$ cat src/rtl/fpga_cfg_pkg.sv
// fpga_cfg_pkg: shared types and constants for the configuration loader.
//   cfg_state_t : loader FSM states
//   CRC8_POLY / CRC8_INIT : CRC-8 parameters for the optional trailer check
//   crc8_bit() : one MSB-first CRC-8 update step
package fpga_cfg_pkg;

   typedef enum logic [2:0] {
      ST_IDLE,
      ST_WAIT_BYTE,
      ST_SHIFT_LO,
      ST_SHIFT_HI,
      ST_CRC_WAIT,
      ST_DONE
   } cfg_state_t;

   localparam logic [7:0] CRC8_POLY = 8'h07;
   localparam logic [7:0] CRC8_INIT = 8'h00;

   function automatic logic [7:0] crc8_bit(input logic [7:0] crc, input logic din);
      return {crc[6:0], 1'b0} ^ (((crc[7] ^ din) == 1'b1) ? CRC8_POLY : 8'h00);
   endfunction

endpackage

$ cat src/rtl/fpga_cfg_loader_if.sv
// fpga_cfg_loader_if: valid/ready byte stream feeding the loader.
//   byte_valid : upstream byte available
//   byte_data  : configuration byte, MSB shifted first
//   byte_ready : loader accepts a byte this cycle
// master = byte source, slave = loader.
interface fpga_cfg_loader_if;
   logic       byte_valid;
   logic [7:0] byte_data;
   logic       byte_ready;

   modport master (output byte_valid, output byte_data, input byte_ready);
   modport slave  (input byte_valid, input byte_data, output byte_ready);
endinterface

$ cat src/rtl/fpga_cfg_pclk_gen.sv
// fpga_cfg_pclk_gen: prog_clk phase timer.
//   clk, rst_n : system clock, async active-low reset
//   run        : a shift phase is in progress (counter held at 0 otherwise)
//   phase_end  : high on the last clk cycle of each PCLK_DIV-cycle phase
module fpga_cfg_pclk_gen #(
   parameter int unsigned PCLK_DIV = 4
) (
   input  logic clk,
   input  logic rst_n,
   input  logic run,
   output logic phase_end
);

   localparam int unsigned DIV_W = (PCLK_DIV > 1) ? $clog2(PCLK_DIV) : 1;

   logic [DIV_W-1:0] cnt;

   assign phase_end = run && (cnt == DIV_W'(PCLK_DIV - 1));

   always_ff @(posedge clk or negedge rst_n) begin
      if (!rst_n)
         cnt <= '0;
      else if (!run || phase_end)
         cnt <= '0;
      else
         cnt <= cnt + DIV_W'(1);
   end

endmodule

$ cat src/rtl/fpga_cfg_loader.sv
// fpga_cfg_loader: serialises configuration bytes MSB-first onto ccff_head,
// one bit per prog_clk rising edge, for exactly CHAIN_LEN bits.
//   clk, rst_n  : system clock, async active-low reset
//   start       : begin a load from IDLE or DONE (ignored while busy)
//   byte_if     : valid/ready byte input (slave modport)
//   prog_clk    : registered configuration shift clock
//   ccff_head   : serial data to chain head; changes only while prog_clk=0
//   ccff_tail   : serial data from chain tail, sampled late in each high phase
//   busy, done  : load in progress / load complete (held until next start)
//   bit_count   : bits shifted in the current load
//   tail_byte   : last 8 ccff_tail samples, newest in bit 0
//   crc_ok      : trailer CRC match (CFG_CRC_EN) or simply done otherwise
// Optional feature macro: CFG_CRC_EN (CRC-8 over shifted bits plus trailer byte).
module fpga_cfg_loader
   import fpga_cfg_pkg::*;
#(
   parameter int unsigned CHAIN_LEN = 1024,
   parameter int unsigned PCLK_DIV  = 4,
   parameter int unsigned CNT_W     = $clog2(CHAIN_LEN + 1)
) (
   input  logic                clk,
   input  logic                rst_n,
   input  logic                start,
   fpga_cfg_loader_if.slave    byte_if,
   output logic                prog_clk,
   output logic                ccff_head,
   input  logic                ccff_tail,
   output logic                busy,
   output logic                done,
   output logic [CNT_W-1:0]    bit_count,
   output logic [7:0]          tail_byte,
   output logic                crc_ok
);

   cfg_state_t state, next_state;
   logic [6:0] rest;        // bits of the current byte still to follow ccff_head
   logic [2:0] bit_idx;
   logic       byte_ready;
   logic       phase_end;
   logic       start_load;
   logic       hi_end;
   logic       last_bit;
   logic       xfer;

   fpga_cfg_pclk_gen #(.PCLK_DIV(PCLK_DIV)) u_pclk_gen (
      .clk       (clk),
      .rst_n     (rst_n),
      .run       ((state == ST_SHIFT_LO) || (state == ST_SHIFT_HI)),
      .phase_end (phase_end)
   );

   assign start_load = start && ((state == ST_IDLE) || (state == ST_DONE));
   assign hi_end     = (state == ST_SHIFT_HI) && phase_end;
   assign last_bit   = (bit_count == CNT_W'(CHAIN_LEN - 1));
   assign xfer       = (state == ST_WAIT_BYTE) && byte_if.byte_valid;
   assign busy       = (state != ST_IDLE) && (state != ST_DONE);
   assign done       = (state == ST_DONE);
   assign byte_if.byte_ready = byte_ready;

   always_ff @(posedge clk or negedge rst_n) begin
      if (!rst_n)
         state <= ST_IDLE;
      else
         state <= next_state;
   end

   always_comb begin
      next_state = state;
      byte_ready = 1'b0;
      case (state)
         ST_IDLE, ST_DONE: begin
            if (start)
               next_state = ST_WAIT_BYTE;
         end
         ST_WAIT_BYTE: begin
            byte_ready = 1'b1;
            if (byte_if.byte_valid)
               next_state = ST_SHIFT_LO;
         end
         ST_SHIFT_LO: begin
            if (phase_end)
               next_state = ST_SHIFT_HI;
         end
         ST_SHIFT_HI: begin
            // Chain length wins over byte boundary: a partial last byte is dropped.
            if (phase_end) begin
               if (last_bit)
`ifdef CFG_CRC_EN
                  next_state = ST_CRC_WAIT;
`else
                  next_state = ST_DONE;
`endif
               else if (bit_idx == 3'd7)
                  next_state = ST_WAIT_BYTE;
               else
                  next_state = ST_SHIFT_LO;
            end
         end
`ifdef CFG_CRC_EN
         ST_CRC_WAIT: begin
            byte_ready = 1'b1;
            if (byte_if.byte_valid)
               next_state = ST_DONE;
         end
`endif
         default: next_state = ST_IDLE;
      endcase
   end

   always_ff @(posedge clk or negedge rst_n) begin
      if (!rst_n) begin
         prog_clk  <= 1'b0;
         ccff_head <= 1'b0;
         rest      <= '0;
         bit_idx   <= '0;
         bit_count <= '0;
         tail_byte <= '0;
      end else begin
         // High exactly while the FSM sits in SHIFT_HI, from a flop.
         prog_clk <= (next_state == ST_SHIFT_HI);
         if (start_load) begin
            bit_count <= '0;
            tail_byte <= '0;
         end
         if (xfer) begin
            ccff_head <= byte_if.byte_data[7];
            rest      <= byte_if.byte_data[6:0];
            bit_idx   <= '0;
         end
         if (hi_end) begin
            tail_byte <= {tail_byte[6:0], ccff_tail};
            bit_count <= bit_count + CNT_W'(1);
            bit_idx   <= bit_idx + 3'd1;
            rest      <= {rest[5:0], 1'b0};
            if (next_state == ST_SHIFT_LO)
               ccff_head <= rest[6];
         end
      end
   end

`ifdef CFG_CRC_EN
   logic [7:0] crc;
   logic       crc_ok_q;

   always_ff @(posedge clk or negedge rst_n) begin
      if (!rst_n) begin
         crc      <= CRC8_INIT;
         crc_ok_q <= 1'b0;
      end else begin
         if (start_load) begin
            crc      <= CRC8_INIT;
            crc_ok_q <= 1'b0;
         end
         if (hi_end)
            crc <= crc8_bit(crc, ccff_head);
         if ((state == ST_CRC_WAIT) && byte_if.byte_valid)
            crc_ok_q <= (byte_if.byte_data == crc);
      end
   end

   assign crc_ok = crc_ok_q;
`else
   assign crc_ok = done;
`endif

endmodule

$ cat src/flat_wrapper.sv
// flat-port wrapper written by rule: the top's interface ports become plain ports
module fpga_cfg_loader_flat import fpga_cfg_pkg::*;
#(
   parameter int unsigned CHAIN_LEN = 1024,
   parameter int unsigned PCLK_DIV  = 4,
   parameter int unsigned CNT_W     = $clog2(CHAIN_LEN + 1)
)
  (clk, rst_n, start, prog_clk, ccff_head, ccff_tail, busy, done, bit_count, tail_byte, crc_ok, byte_if_byte_valid, byte_if_byte_data, byte_if_byte_ready);
  fpga_cfg_loader_if byte_if_i ();
  input  logic clk;
  input  logic rst_n;
  input  logic start;
  output logic prog_clk;
  output logic ccff_head;
  input  logic ccff_tail;
  output logic busy;
  output logic done;
  output logic [CNT_W-1:0] bit_count;
  output logic [7:0] tail_byte;
  output logic crc_ok;
  input wire logic [$bits(byte_if_i.byte_valid)-1:0] byte_if_byte_valid;
  input wire logic [$bits(byte_if_i.byte_data)-1:0] byte_if_byte_data;
  output wire logic [$bits(byte_if_i.byte_ready)-1:0] byte_if_byte_ready;
  assign byte_if_i.byte_valid = byte_if_byte_valid;
  assign byte_if_i.byte_data = byte_if_byte_data;
  assign byte_if_byte_ready = byte_if_i.byte_ready;
  fpga_cfg_loader #(.CHAIN_LEN(CHAIN_LEN), .PCLK_DIV(PCLK_DIV), .CNT_W(CNT_W)) u_core (.clk(clk), .rst_n(rst_n), .start(start), .byte_if(byte_if_i), .prog_clk(prog_clk), .ccff_head(ccff_head), .ccff_tail(ccff_tail), .busy(busy), .done(done), .bit_count(bit_count), .tail_byte(tail_byte), .crc_ok(crc_ok));
endmodule
$ cat config.mk
export PLATFORM = sky130hd
export DESIGN_NAME = fpga_cfg_loader_flat
export DESIGN_NICKNAME = d
export VERILOG_FILES = /design/src/rtl/fpga_cfg_pkg.sv /design/src/rtl/fpga_cfg_loader_if.sv /design/src/rtl/fpga_cfg_pclk_gen.sv /design/src/rtl/fpga_cfg_loader.sv /design/src/flat_wrapper.sv
export SDC_FILE = /design/constraint.sdc
export NUM_CORES = 1
export LEC_CHECK = 0
export BUFFER_PORTS_ARGS = -buffer_cell sky130_fd_sc_hd__buf_4
export CAP_MARGIN = 40
export CORE_MARGIN = 4
export CORE_UTILIZATION = 30
export DETAILED_ROUTE_END_ITERATION = 7
export MAX_ROUTING_LAYER = met4
export PLACE_DENSITY = 0.55
export SYNTH_ARGS = -nofsm -noshare
export SYNTH_HDL_FRONTEND = slang
export SYNTH_SLANG_ARGS = --single-unit
$ cat constraint.sdc
create_clock -name clk -period 5.2 [get_ports clk]
set_clock_uncertainty 0.1 [all_clocks]
set_input_delay 0 -clock clk [delete_from_list [all_inputs] [get_ports clk]]
set_output_delay 0 -clock clk [all_outputs]
set_load 0.01 [all_outputs]
==> reports/qor_table.md, run 1 <==
| Step | Quantity | Reported |
|---|---|---|
| sta | Minimum clock period after layout | 2.24 ns |
| sta | Final setup violating endpoints | 0 |
| run status | Run status | finished clean |
| setup path | WP data required | 5.27 ns |
| sta | Max Clk Rate | 0.447 GHz |
| placed design | Placed instance area | 2100 um^2 |
| job | Max-cap check violation count | 0 |
| yosys | Synthesized-area fraction occupied by adder cells | 2.74% |
| yosys | Share of cell area taken by muxes after synthesis | 2.60% |
| yosys | Post-Synthesis Cells | 158 |
| finish | Antenna diode instance count | 0 |
| power and ir drop | Max VDD drop | 0.181 mV |
| yosys | Post-synthesis share of cell area spent on and, or, nand and nor gates | 19.7% |
| floorplan | Die ar. | 7400 um^2 |
| sta | Crit share post-route | 43.0% |
| yosys | Top_reg_cell synth | dfrtp_1 |
| setup path | Critical Path AT | 2.31 ns |
| routing | Drt via density | 4.89 |
| yosys | Number of different library cells in the post-synthesis netlist | 51 |
| sta | RSZ-0062 raised after global routing | false |
| floorplan | Starting density of the core | 30.8% |
| yosys | Share of the synthesized area in compound gates (AO/OA/AOI/OAI) | 19.1% |
| yosys | Synth top cells by count | 36 x dfrtp_1, 20 x nand2_1, 12 x a22o_1 |
| placed design | Gp weighted congestion | 0.741 |
| yosys | Average instance area after synthesis | 11.6 um^2 |
| sta | Worst relative slew slack | 44.2% |
| routing | Number of optimization iterations in the first detailed-route pass | 4 |
| clock tree | Maximum level of the CTS H-tree | 2 |
| yosys | Share of async-settable or async-resettable flops after synthesis | 100% |
| min path | Hold crit path type | primary input to asynchronous set/reset pin |
| sta | Total Neg Setup Slack | 0 ns |
| setup path | Biggest cell delay along the critical path | 0.81 ns |
| floorplan | I/O pins | 38 |
| setup path | Launching element of the worst setup path | u_core.u_pclk_gen.cnt[0]$_DFF_PN0_ |
| setup path | Crit-path max FO | 23 |
| clock tree | Number of buffers added to fix hold violations after cts | 12 |
| yosys | Cell area after synthesis | 1830 um^2 |
| power and ir drop | Pwr Total | 0.968 mW |
| yosys | Synthesized netlist net count | 175 |
| clock tree | Clock latency reported for the late side of the worst-skew pair | 0.28 ns |
| yosys | Number of warnings reported in the yosys synthesis log | 0 |
| clock tree | Root Driver | clkbuf_8 |
| finish | Final instance area | 2310 um^2 |
| routing | Routed wire length | 3840 um |
| grt | Antenna violations before repair | 0 |
| yosys | Xor-xnor portion of the synthesized cell area | 0.960% |
| yosys | Main area contributors after synthesis | dfrtp_1 49%, a22o_1 5.8%, nand2_1 4.1%, buf_6 3.7%, a22oi_1 2.9% |
| clock tree | Resize count post-CTS | 0 |
| clock tree | Clock tree from TritonCTS | yes |
| grt | GR Util All Layers | 11.7% |
| setup path | Destination of the worst register-to-register timing path | u_core.rest[0]$_DFFE_PN0P_ |
| finish | Area growth, synth to finish | 26.4% |
| routing | Residual DRC | 0 |
| setup path | Capture point of the critical path | u_core.rest[0]$_DFFE_PN0P_ |
| power and ir drop | Leakage power | 1.10 nW |
| sta | Worst slew pin tran | 0.837 ns |
| yosys | Share of the yosys chip area belonging to registers | 49.3% |
| grt | Via count of the first global-routing pass | 1397 |
| setup path | R2R setup slack | 2.96 ns |
| yosys | Synthesized flop and latch total | 36 |
| finish | Footprint of the multi-input gates | 822 um^2 |
| setup path | Slowest CP cell | and4b_1 |
| floorplan | Die width | 86.0 um |
| sta | Final count of hold timing violations | 0 |
| yosys | Combinational family with the most area after synthesis | simple AND/OR/NAND/NOR gates |
| finish | Final core utilization | 39.0% |
| finish | Register area | 901 um^2 |
| routing | Drt wl/cell | 13.8 um |
| sta | Final count of pins violating max slew | 0 |
| clock tree | Clk slew on worst S/H paths | 0.08 ns |
| yosys | Fraction of synthesized cell area taken by the top area cell type | 49.3% |
| setup path | Reg2Reg Launch Point | u_core.u_pclk_gen.cnt[0]$_DFF_PN0_ |
| setup path | Endpoint type of the worst setup path | flip-flop |
| routing | Iteration-0 DRC count of the detailed router | 73 |
| setup path | Critical Path Start Type | flip-flop |
| routing | Vias | 1365 |
| clock tree | Number of buffers added by the clock tree synthesis step | 5 |
| placed design | Count of input and output buffers | 37 |
| finish | Share of final-layout standard cells stronger than drive strength 1 | 27.5% |
| grt | Pin count of the biggest net entering global routing | 37 |
| setup path | CP Cell Sequence | ha_1 -> and4b_1 -> nor2_2 -> a22o_1 |
| finish | Final-layout fill cell count | 588 |
| grt | Wire length of the first global-routing pass | 6820 um |
| setup path | Type of the worst setup path | flip-flop to flip-flop |
| clock tree | Buffers inserted by post-CTS timing repair | 0 |
| placed design | Dpl hpwl | 2550 um |
| routing | Residual antenna-violating net count after detailed routing | 0 |
| floorplan | Height of the die | 86.0 um |
| setup path | Reg2reg path depth | 4 |
| floorplan | Floorplan core area | 5920 um^2 |
| grt | Remaining Overflow, GRT | 0 |
| yosys | Most area-hungry cell type in the Yosys netlist | dfrtp_1 |
| yosys | Most frequent cell after synthesis | dfrtp_1 |
| clock tree | CTS sink count | 36 |
| yosys | EDFF count, synth | 0 |
| power and ir drop | Power density of the placed cells | 420 nW/um^2 |
| clock tree | Clock tree buffer depth | 2 |
| finish | Nets@finish | 220 |
| floorplan | Number of cell rows | 28 |
==> layer usage <==
metal	up-vias	global-route usage, %	part of all wire (%)
li1	679	-	-
met3	5	2.88	4.9
met2	30	15.9	41
met1	651	17.1	53
met5	-	-	0
met4	0	3.45	1.0
==> power by group <==
part	internal, mW	switching [mW]	total (mW)
logic	0.168	0.153	0.321
clock network	0.0957	0.0995	0.195
registers	0.363	0.0886	0.451
total	0.627	0.342	0.968
==> layout make-up <==
type	instances	share of cell area (%)
Sequential cell	36	39.0
Multi-Input combinational cell	109	35.6
Timing Repair Buffer	49	17.2
Tap cell	75	4.07
Clock buffer	7	3.31
Clock inverter	1	0.380
Inverter	2	0.325
==> how the worst min path moves through the flow <==
stage / endpoint / slack [ns]
2_1_floorplan: u_core.bit_count[0]$_DFFE_PN0P_ / -0.40
3_3_place_gp: u_core.bit_count[8]$_DFFE_PN0P_ / -0.11
3_5_place_dp: u_core.bit_count[8]$_DFFE_PN0P_ / -0.11
4_1_cts: u_core.bit_count[8]$_DFFE_PN0P_ / 0.12
5_1_grt: u_core.bit_count[8]$_DFFE_PN0P_ / 0.14
6_report: u_core.bit_count[8]$_DFFE_PN0P_ / 0.10
==> registers in the layout, indices dropped and copies added, names as in the netlist <==
signal	cells
u_core.bit_count	11
u_core.tail_byte	8
u_core.rest	7
u_core.bit_idx	3
u_core.state	3
u_core.u_pclk_gen.cnt	2
u_core.ccff_head	1
u_core.prog_clk	1
==> stage by stage <==
stage	cells	worst slack, ns	hold WS [ns]
after floorplan	158	3.46	-0.396
after global placement	259	3.01	-0.105
after detailed placement	259	2.96	-0.105
after CTS	279	2.95	0.123
after global routing	279	2.78	0.135
final	279	2.96	0.102
==> cell families (layout without fill, tap and decap cells) <==
kind of cell | Yosys count | in the layout
buf+inv | 13 | 59
mux | 4 | 4
fa+ha+maj | 4 | 4
compound gates | 41 | 41
flops | 36 | 36
simple gates | 58 | 58
xor+xnor | 2 | 2
==> critical path: cells and delay by family, from the launching register on <==
family                     cells  cell delay [ns]
AOI/OAI and AO/OA              1             0.24
adders and majority gates      1             0.39
DFF                            1             0.35
and+or+nand+nor                2             1.04
==> placed cells by master, fill, tap and decap left out, types with 3 or more instances in the layout <==
cell type      count
nand2_1           20
dlygate4sd3_1     12
dfrtp_1           36
o21ai_0            4
a21oi_1            3
ha_1               4
a22o_1            12
nor3_1             6
nand3_1            8
clkbuf_8           5
a22oi_1            7
buf_4             37
Power figures use the tool's default switching activity.
==> run 2, diff against run 1 <==
PLACE_DENSITY = 0.57   (was 0.55)
clock period = 1.89 ns   (was 5.2 ns; I/O delays follow)
==> run 2 against run 1 <==
  * Flip-flop and latch count is the same
  * Cell count up 3.9%
  * Sequential power grew to 2.7 times the previous value
  * Largest power group unchanged
==> reports/qor_table.md, run 2 (synthesis gave the netlist of run 1 again) <==
| Step | Quantity | Reported | vs previous |
|---|---|---|---|
| run status | Run status | finished clean |  |
| routing | Residual antenna-violating net count after detailed routing | 0 | unchanged |
| power and ir drop | Proportion of power drawn by the clock network | 19.5% | -0.7 points |
| finish | Largest register FFs | 11 | unchanged |
| clock tree | CTS sink count | 36 | unchanged |
| floorplan | I/O pins | 38 | unchanged |
| routing | Residual DRC | 0 | unchanged |
| finish | Biggest register | u_core.bit_count |  |
| sta | Final count of hold timing violations | 0 | unchanged |
| setup path | Type of the worst setup path | flip-flop to flip-flop |  |
| grt | Pin count of the biggest net entering global routing | 37 | unchanged |
| sta | Worst slew pin tran | 0.463 ns | -0.373 ns |
| routing | Iteration-0 DRC count of the detailed router | 80 | +9.6% |
| min path | Hold crit path type | primary input to asynchronous set/reset pin |  |
| routing | Vias | 1435 | +5.1% |
| floorplan | Height of the die | 86.0 um | unchanged |
| finish | Share of final-layout standard cells stronger than drive strength 1 | 33.0% | +5.6 points |
| power and ir drop | Power density of the placed cells | 1150 nW/um^2 | +170% |
| sta | Final count of pins violating max slew | 0 | unchanged |
| power and ir drop | Switching power share of the total | 34.9% | -0.39 points |
| routing | Drt via density | 4.95 | +1.1% |
| setup path | Crit-path max FO | 12 | -48% |
| setup path | Critical Path AT | 1.84 ns | -0.47 ns |
| clock tree | Clock tree from TritonCTS | yes |  |
| finish | Nets@finish | 231 | +5.0% |
| power and ir drop | Max VDD drop | 0.427 mV | +140% |
| sta | Minimum clock period after layout | 1.77 ns | -0.473 ns |
| power and ir drop | Power dissipated by switching net loads | 0.965 mW | +180% |
| clock tree | Clk slew on worst S/H paths | 0.08 ns | about the same |
| power and ir drop | Int Pwr | 1.80 mW | +190% |
| sta | Final setup violating endpoints | 0 | unchanged |
| setup path | WP data required | 1.97 ns | -3.30 ns |
| placed design | Count of input and output buffers | 37 | unchanged |
| routing | Number of optimization iterations in the first detailed-route pass | 4 | unchanged |
| placed design | Dpl hpwl | 2740 um | +7.4% |
| finish | Top library cells by usage in the layout, fill and taps aside | 48 x buf_4, 36 x dfrtp_1, 20 x nand2_1, 12 x a22o_1, 12 x dlygate4sd3_1 |  |
| finish | Most common library cell in the layout ignoring fill and taps | buf_4 |  |
| placed design | Gp weighted congestion | 0.782 | +5.5% |
| power and ir drop | Sequential share of power | 44.3% | -2.3 points |
| floorplan | Floorplan core area | 5920 um^2 | unchanged |
| routing | Drt wl/cell | 13.3 um | -3.6% |
| clock tree | Clock latency reported for the late side of the worst-skew pair | 0.29 ns | about the same |
| job | Max-cap check violation count | 0 | unchanged |
| floorplan | Die width | 86.0 um | unchanged |
| setup path | Endpoint type of the worst setup path | flip-flop |  |
| clock tree | Clock tree buffer depth | 2 | unchanged |
| clock tree | Root Driver | clkbuf_8 |  |
| clock tree | Maximum level of the CTS H-tree | 2 | unchanged |
| floorplan | Number of cell rows | 28 | unchanged |
| power and ir drop | Leakage power | 1.15 nW | +5.2% |
| grt | Remaining Overflow, GRT | 0 | unchanged |
| sta | RSZ-0062 raised after global routing | false |  |
| grt | Wire length of the first global-routing pass | 6820 um | +0.10% |
| clock tree | Number of buffers added by the clock tree synthesis step | 5 | unchanged |
| grt | Antenna violations before repair | 0 | unchanged |
| finish | Antenna diode instance count | 0 | unchanged |
| grt | GR Util All Layers | 11.9% | +0.20 points |
| finish | Area growth, synth to finish | 31.5% |  |
| finish | Final instance area | 2400 um^2 | +4.1% |
| floorplan | Die ar. | 7400 um^2 | unchanged |
| floorplan | Starting density of the core | 30.8% | unchanged |
| routing | Routed wire length | 3850 um | +0.16% |
| finish | Biggest regs | u_core.bit_count x11, u_core.tail_byte x8, u_core.rest x7 |  |
| clock tree | Buffers inserted by post-CTS timing repair | 0 | unchanged |
| sta | Worst relative slew slack | 69.1% | +25 points |
| setup path | Critical Path Start Type | flip-flop |  |
| power and ir drop | Relative contribution of combinational cells to total power | 36.1% | +2.9 points |
| setup path | Reg2reg path depth | 4 | unchanged |
| sta | Total Neg Setup Slack | 0 ns | unchanged |
| sta | Crit share post-route | 93.4% | +50 points |
| grt | Via count of the first global-routing pass | 1411 | +1.0% |
| placed design | Placed instance area | 2180 um^2 | +3.9% |
| sta | Max Clk Rate | 0.566 GHz | +27% |
-- run 2: cell count changes in the layout (fill, tap and decap cells not counted) --
cell	change
ha_2	+1
nor4_2	+1
buf_4	+11
clkinv_2	+2
nor4_1	-1
clkbuf_1	-2
ha_1	-1
-- run 2: layout make-up --
class                   count  area, um^2
multi-input cells         109         831
repair buffers             60         480
clock inverters             3        18.8
fillers                   581        3520
flip-flops and latches     36         901
well taps                  75        93.8
clock buffers               5        68.8
inverters                   2        7.51
-- run 2: repair_timing --
item	4_1_cts	5_1_grt
hold buffers	12	0
setup endpoints to repair	0	2
endpoints found under the hold margin	47	0
gates resized for setup	0	2
-- run 2: critical path, stage by stage (launching register included) --
cell and delay, ns:
dfrtp_1 0.52, o31a_1 0.34, o32a_1 0.31, buf_4 0.21
a22o_1 0.17
-- run 2: per-stage QoR --
step | instances | util [%] | setup WS (ns) | total power, mW | hold WS [ns]
floorplan | 158 | - | 0.148 | 1.87 | -0.396
global placement | 270 | 36.9 | 0.0942 | 2.22 | -0.112
detailed placement | 270 | 36.9 | 0.0781 | 2.23 | -0.107
CTS | 290 | 40.4 | 0.0749 | 2.81 | 0.108
global route | 290 | 40.6 | 0.0198 | 2.99 | 0.136
finish | 290 | 40.6 | 0.124 | 2.77 | 0.0879
-- run 2: power groups by stage --
stage	registers [mW]	logic (mW)	clock network [mW]
floorplan	1.20	0.672	0
global placement	1.24	0.984	0
detailed placement	1.24	0.995	0
CTS	1.22	1.02	0.570
global route	1.26	1.13	0.599
finish	1.23	1.00	0.540
-- run 2: final timing paths --
check                                                   start                                 end  slack, ns
max                                 u_core.state[1]$_DFF_PN0_     u_core.tail_byte[5]$_DFFE_PN0P_       0.12
min                                                     rst_n     u_core.bit_count[9]$_DFFE_PN0P_       0.09
max reg2reg                         u_core.state[1]$_DFF_PN0_     u_core.tail_byte[5]$_DFFE_PN0P_       0.12
min reg2reg                u_core.u_pclk_gen.cnt[0]$_DFF_PN0_  u_core.u_pclk_gen.cnt[0]$_DFF_PN0_       0.35
max in group asynchronous                               rst_n     u_core.bit_count[0]$_DFFE_PN0P_       1.26
min in group clk           u_core.u_pclk_gen.cnt[0]$_DFF_PN0_  u_core.u_pclk_gen.cnt[0]$_DFF_PN0_       0.35
-- run 2: metal layers --
layer	wire length, um	vias to the layer above	share of wire [%]	global-route usage, %
li1	-	704	-	-
met1	1950	690	51	16.7
met2	1630	36	42	16.3
met3	233	5	6.1	3.94
met4	31	0	0.81	3.45
met5	0	-	0	-
==> run 3, diff against run 2 <==
RECOVER_POWER = 50   (was default)
==> run 3 against run 2 <==
  * Routed wire length increased by 0.13%
  * Register-to-register slack about the same
  * Sequential power about the same
  * Non-clock buffer count unchanged
  * Hold slack improved by 0.16 ns
  * Design area decreased by 2.0%
  * Die area unchanged
  * Flip-flop and latch count unchanged
  * Setup slack got worse by 0.0042 ns
  * Critical path type unchanged
  * Largest power group unchanged
==> reports/qor_table.md, run 3 (synthesis gave the netlist of run 1 again) <==
| Step | Quantity | Reported | vs previous |
|---|---|---|---|
| run status | Run status | finished clean |  |
| floorplan | Height of the die | 86.0 um | unchanged |
| floorplan | I/O pins | 38 | unchanged |
| finish | Final instance area | 2350 um^2 | -2.0% |
| clock tree | CTS sink count | 36 | unchanged |
| finish | Area growth, synth to finish | 28.9% |  |
| min path | Hold crit path type | primary input to asynchronous set/reset pin |  |
| sta | Minimum clock period after layout | 1.77 ns | +0.00419 ns |
| routing | Routed wire length | 3860 um | +0.13% |
| clock tree | Maximum level of the CTS H-tree | 2 | unchanged |
| sta | Max Clk Rate | 0.565 GHz | -0.24% |
| grt | Antenna violations before repair | 0 | unchanged |
| floorplan | Starting density of the core | 30.8% | unchanged |
| clock tree | Clock latency reported for the late side of the worst-skew pair | 0.29 ns | about the same |
| routing | Residual DRC | 0 | unchanged |
| clock tree | Root Driver | clkbuf_8 |  |
| finish | Share of final-layout standard cells stronger than drive strength 1 | 27.4% | -5.6 points |
| finish | Most common library cell in the layout ignoring fill and taps | dfrtp_1 |  |
| routing | Vias | 1429 | -0.42% |
| routing | Residual antenna-violating net count after detailed routing | 0 | unchanged |
| power and ir drop | Max VDD drop | 0.425 mV | -0.45% |
| routing | Iteration-0 DRC count of the detailed router | 84 | +5.0% |
| finish | Top library cells by usage in the layout, fill and taps aside | 36 x dfrtp_1, 35 x buf_4, 20 x nand2_1 |  |
| routing | Number of optimization iterations in the first detailed-route pass | 4 | unchanged |
| floorplan | Number of cell rows | 28 | unchanged |
| clock tree | Clk slew on worst S/H paths | 0.08 ns | about the same |
| grt | Via count of the first global-routing pass | 1411 | unchanged |
| finish | Nets@finish | 231 | unchanged |
| setup path | Reg2reg path depth | 4 | unchanged |
| setup path | Reg2Reg Launch Point | u_core.state[1]$_DFF_PN0_ |  |
| clock tree | Number of buffers added by the clock tree synthesis step | 5 | unchanged |
| sta | Final count of hold timing violations | 0 | unchanged |
| floorplan | Die width | 86.0 um | unchanged |
| clock tree | Clock tree buffer depth | 2 | unchanged |
| clock tree | Buffers inserted by post-CTS timing repair | 0 | unchanged |
| sta | Crit share post-route | 93.6% | +0.22 points |
| finish | Largest register FFs | 11 | unchanged |
| power and ir drop | Pwr Total | 2.71 mW | -2.1% |
| finish | Final core utilization | 39.8% | -0.80 points |
| routing | Drt wl/cell | 13.3 um | +0.13% |
| finish | Biggest register | u_core.bit_count |  |
| placed design | Count of input and output buffers | 37 | unchanged |
| placed design | Placed instance area | 2180 um^2 | unchanged |
| placed design | Gp weighted congestion | 0.782 | unchanged |
| setup path | Crit-path max FO | 12 | unchanged |
| setup path | Endpoint type of the worst setup path | flip-flop |  |
| floorplan | Die ar. | 7400 um^2 | unchanged |
| sta | Total Neg Setup Slack | 0 ns | unchanged |
| power and ir drop | Leakage power | 1.10 nW | -4.3% |
| placed design | Dpl hpwl | 2740 um | unchanged |
| setup path | Type of the worst setup path | flip-flop to flip-flop |  |
| sta | Worst relative slew slack | 40.1% | -29 points |
| sta | Final setup violating endpoints | 0 | unchanged |
| job | Max-cap check violation count | 0 | unchanged |
| finish | Antenna diode instance count | 0 | unchanged |
| grt | Remaining Overflow, GRT | 0 | unchanged |
| finish | Biggest regs | u_core.bit_count x11, u_core.tail_byte x8, u_core.rest x7 |  |
| grt | GR Util All Layers | 11.9% | unchanged |
| floorplan | Floorplan core area | 5920 um^2 | unchanged |
| setup path | Critical Path AT | 1.85 ns | about the same |
| power and ir drop | Power density of the placed cells | 1150 nW/um^2 | about the same |
| grt | Wire length of the first global-routing pass | 6820 um | unchanged |
| setup path | Critical Path Start Type | flip-flop |  |
| sta | Worst slew pin tran | 0.899 ns | +0.435 ns |
| setup path | WP data required | 1.97 ns | about the same |
| sta | RSZ-0062 raised after global routing | false |  |
| sta | Final count of pins violating max slew | 0 | unchanged |
| clock tree | Clock tree from TritonCTS | yes |  |
| grt | Pin count of the biggest net entering global routing | 37 | unchanged |
| routing | Drt via density | 4.93 | -0.42% |
| setup path | Launching element of the worst setup path | u_core.state[1]$_DFF_PN0_ |  |
run 3: worst paths after layout:
kind / to / slack, ns
worst max-delay path: u_core.tail_byte[5]$_DFFE_PN0P_ / 0.12
worst min-delay path: u_core.bit_count[9]$_DFFE_PN0P_ / 0.25
worst max register to register: u_core.tail_byte[5]$_DFFE_PN0P_ / 0.12
worst min register to register: u_core.u_pclk_gen.cnt[0]$_DFF_PN0_ / 0.35
max in group asynchronous: u_core.bit_count[0]$_DFFE_PN0P_ / 0.86
min in group clk: u_core.u_pclk_gen.cnt[0]$_DFF_PN0_ / 0.35
run 3: what timing repair did:
item                                    4_1_cts  5_1_grt
endpoints found under the hold margin        47        0
endpoints found under the setup margin        0        2
resized for setup                             0        2
hold buffers                                 12        0
run 3: final cells by class:
cell class                 instances  area, um^2
tap                               75        93.8
inverter                           2        7.51
clock buffer                       5        68.8
multi-input combinational        109         831
clock inverter                     3        18.8
sequential                        36         901
fill                             584        3570
timing repair buffer              60         433
run 3: critical path, cell delays in order, from the launching register on:
cell     delay (ns)
dfrtp_1        0.53
o31a_1         0.34
o32a_1         0.31
buf_4          0.21
a22o_1         0.17
run 3: power by group:
part           switching [mW]  internal (mW)
Clock                   0.284          0.257
Sequential              0.228          0.999
Combinational           0.454          0.488
Total                   0.966           1.74
run 3: through the flow:
stage	setup slack, ns	cells	hold slack (ns)
final	0.120	290	0.250
after floorplan	0.148	158	-0.396
after global routing	0.0213	290	0.350
after global placement	0.0942	270	-0.112
after CTS	0.0749	290	0.108
after detailed placement	0.0781	270	-0.107
run 3: metal layers:
metal | up-vias | part of all wire, % | GRT usage [%]
met3 | 5 | 6.2 | 3.94
met4 | 0 | 0.80 | 3.45
met5 | - | 0 | -
li1 | 704 | - | -
met2 | 34 | 42 | 16.3
met1 | 686 | 51 | 16.7
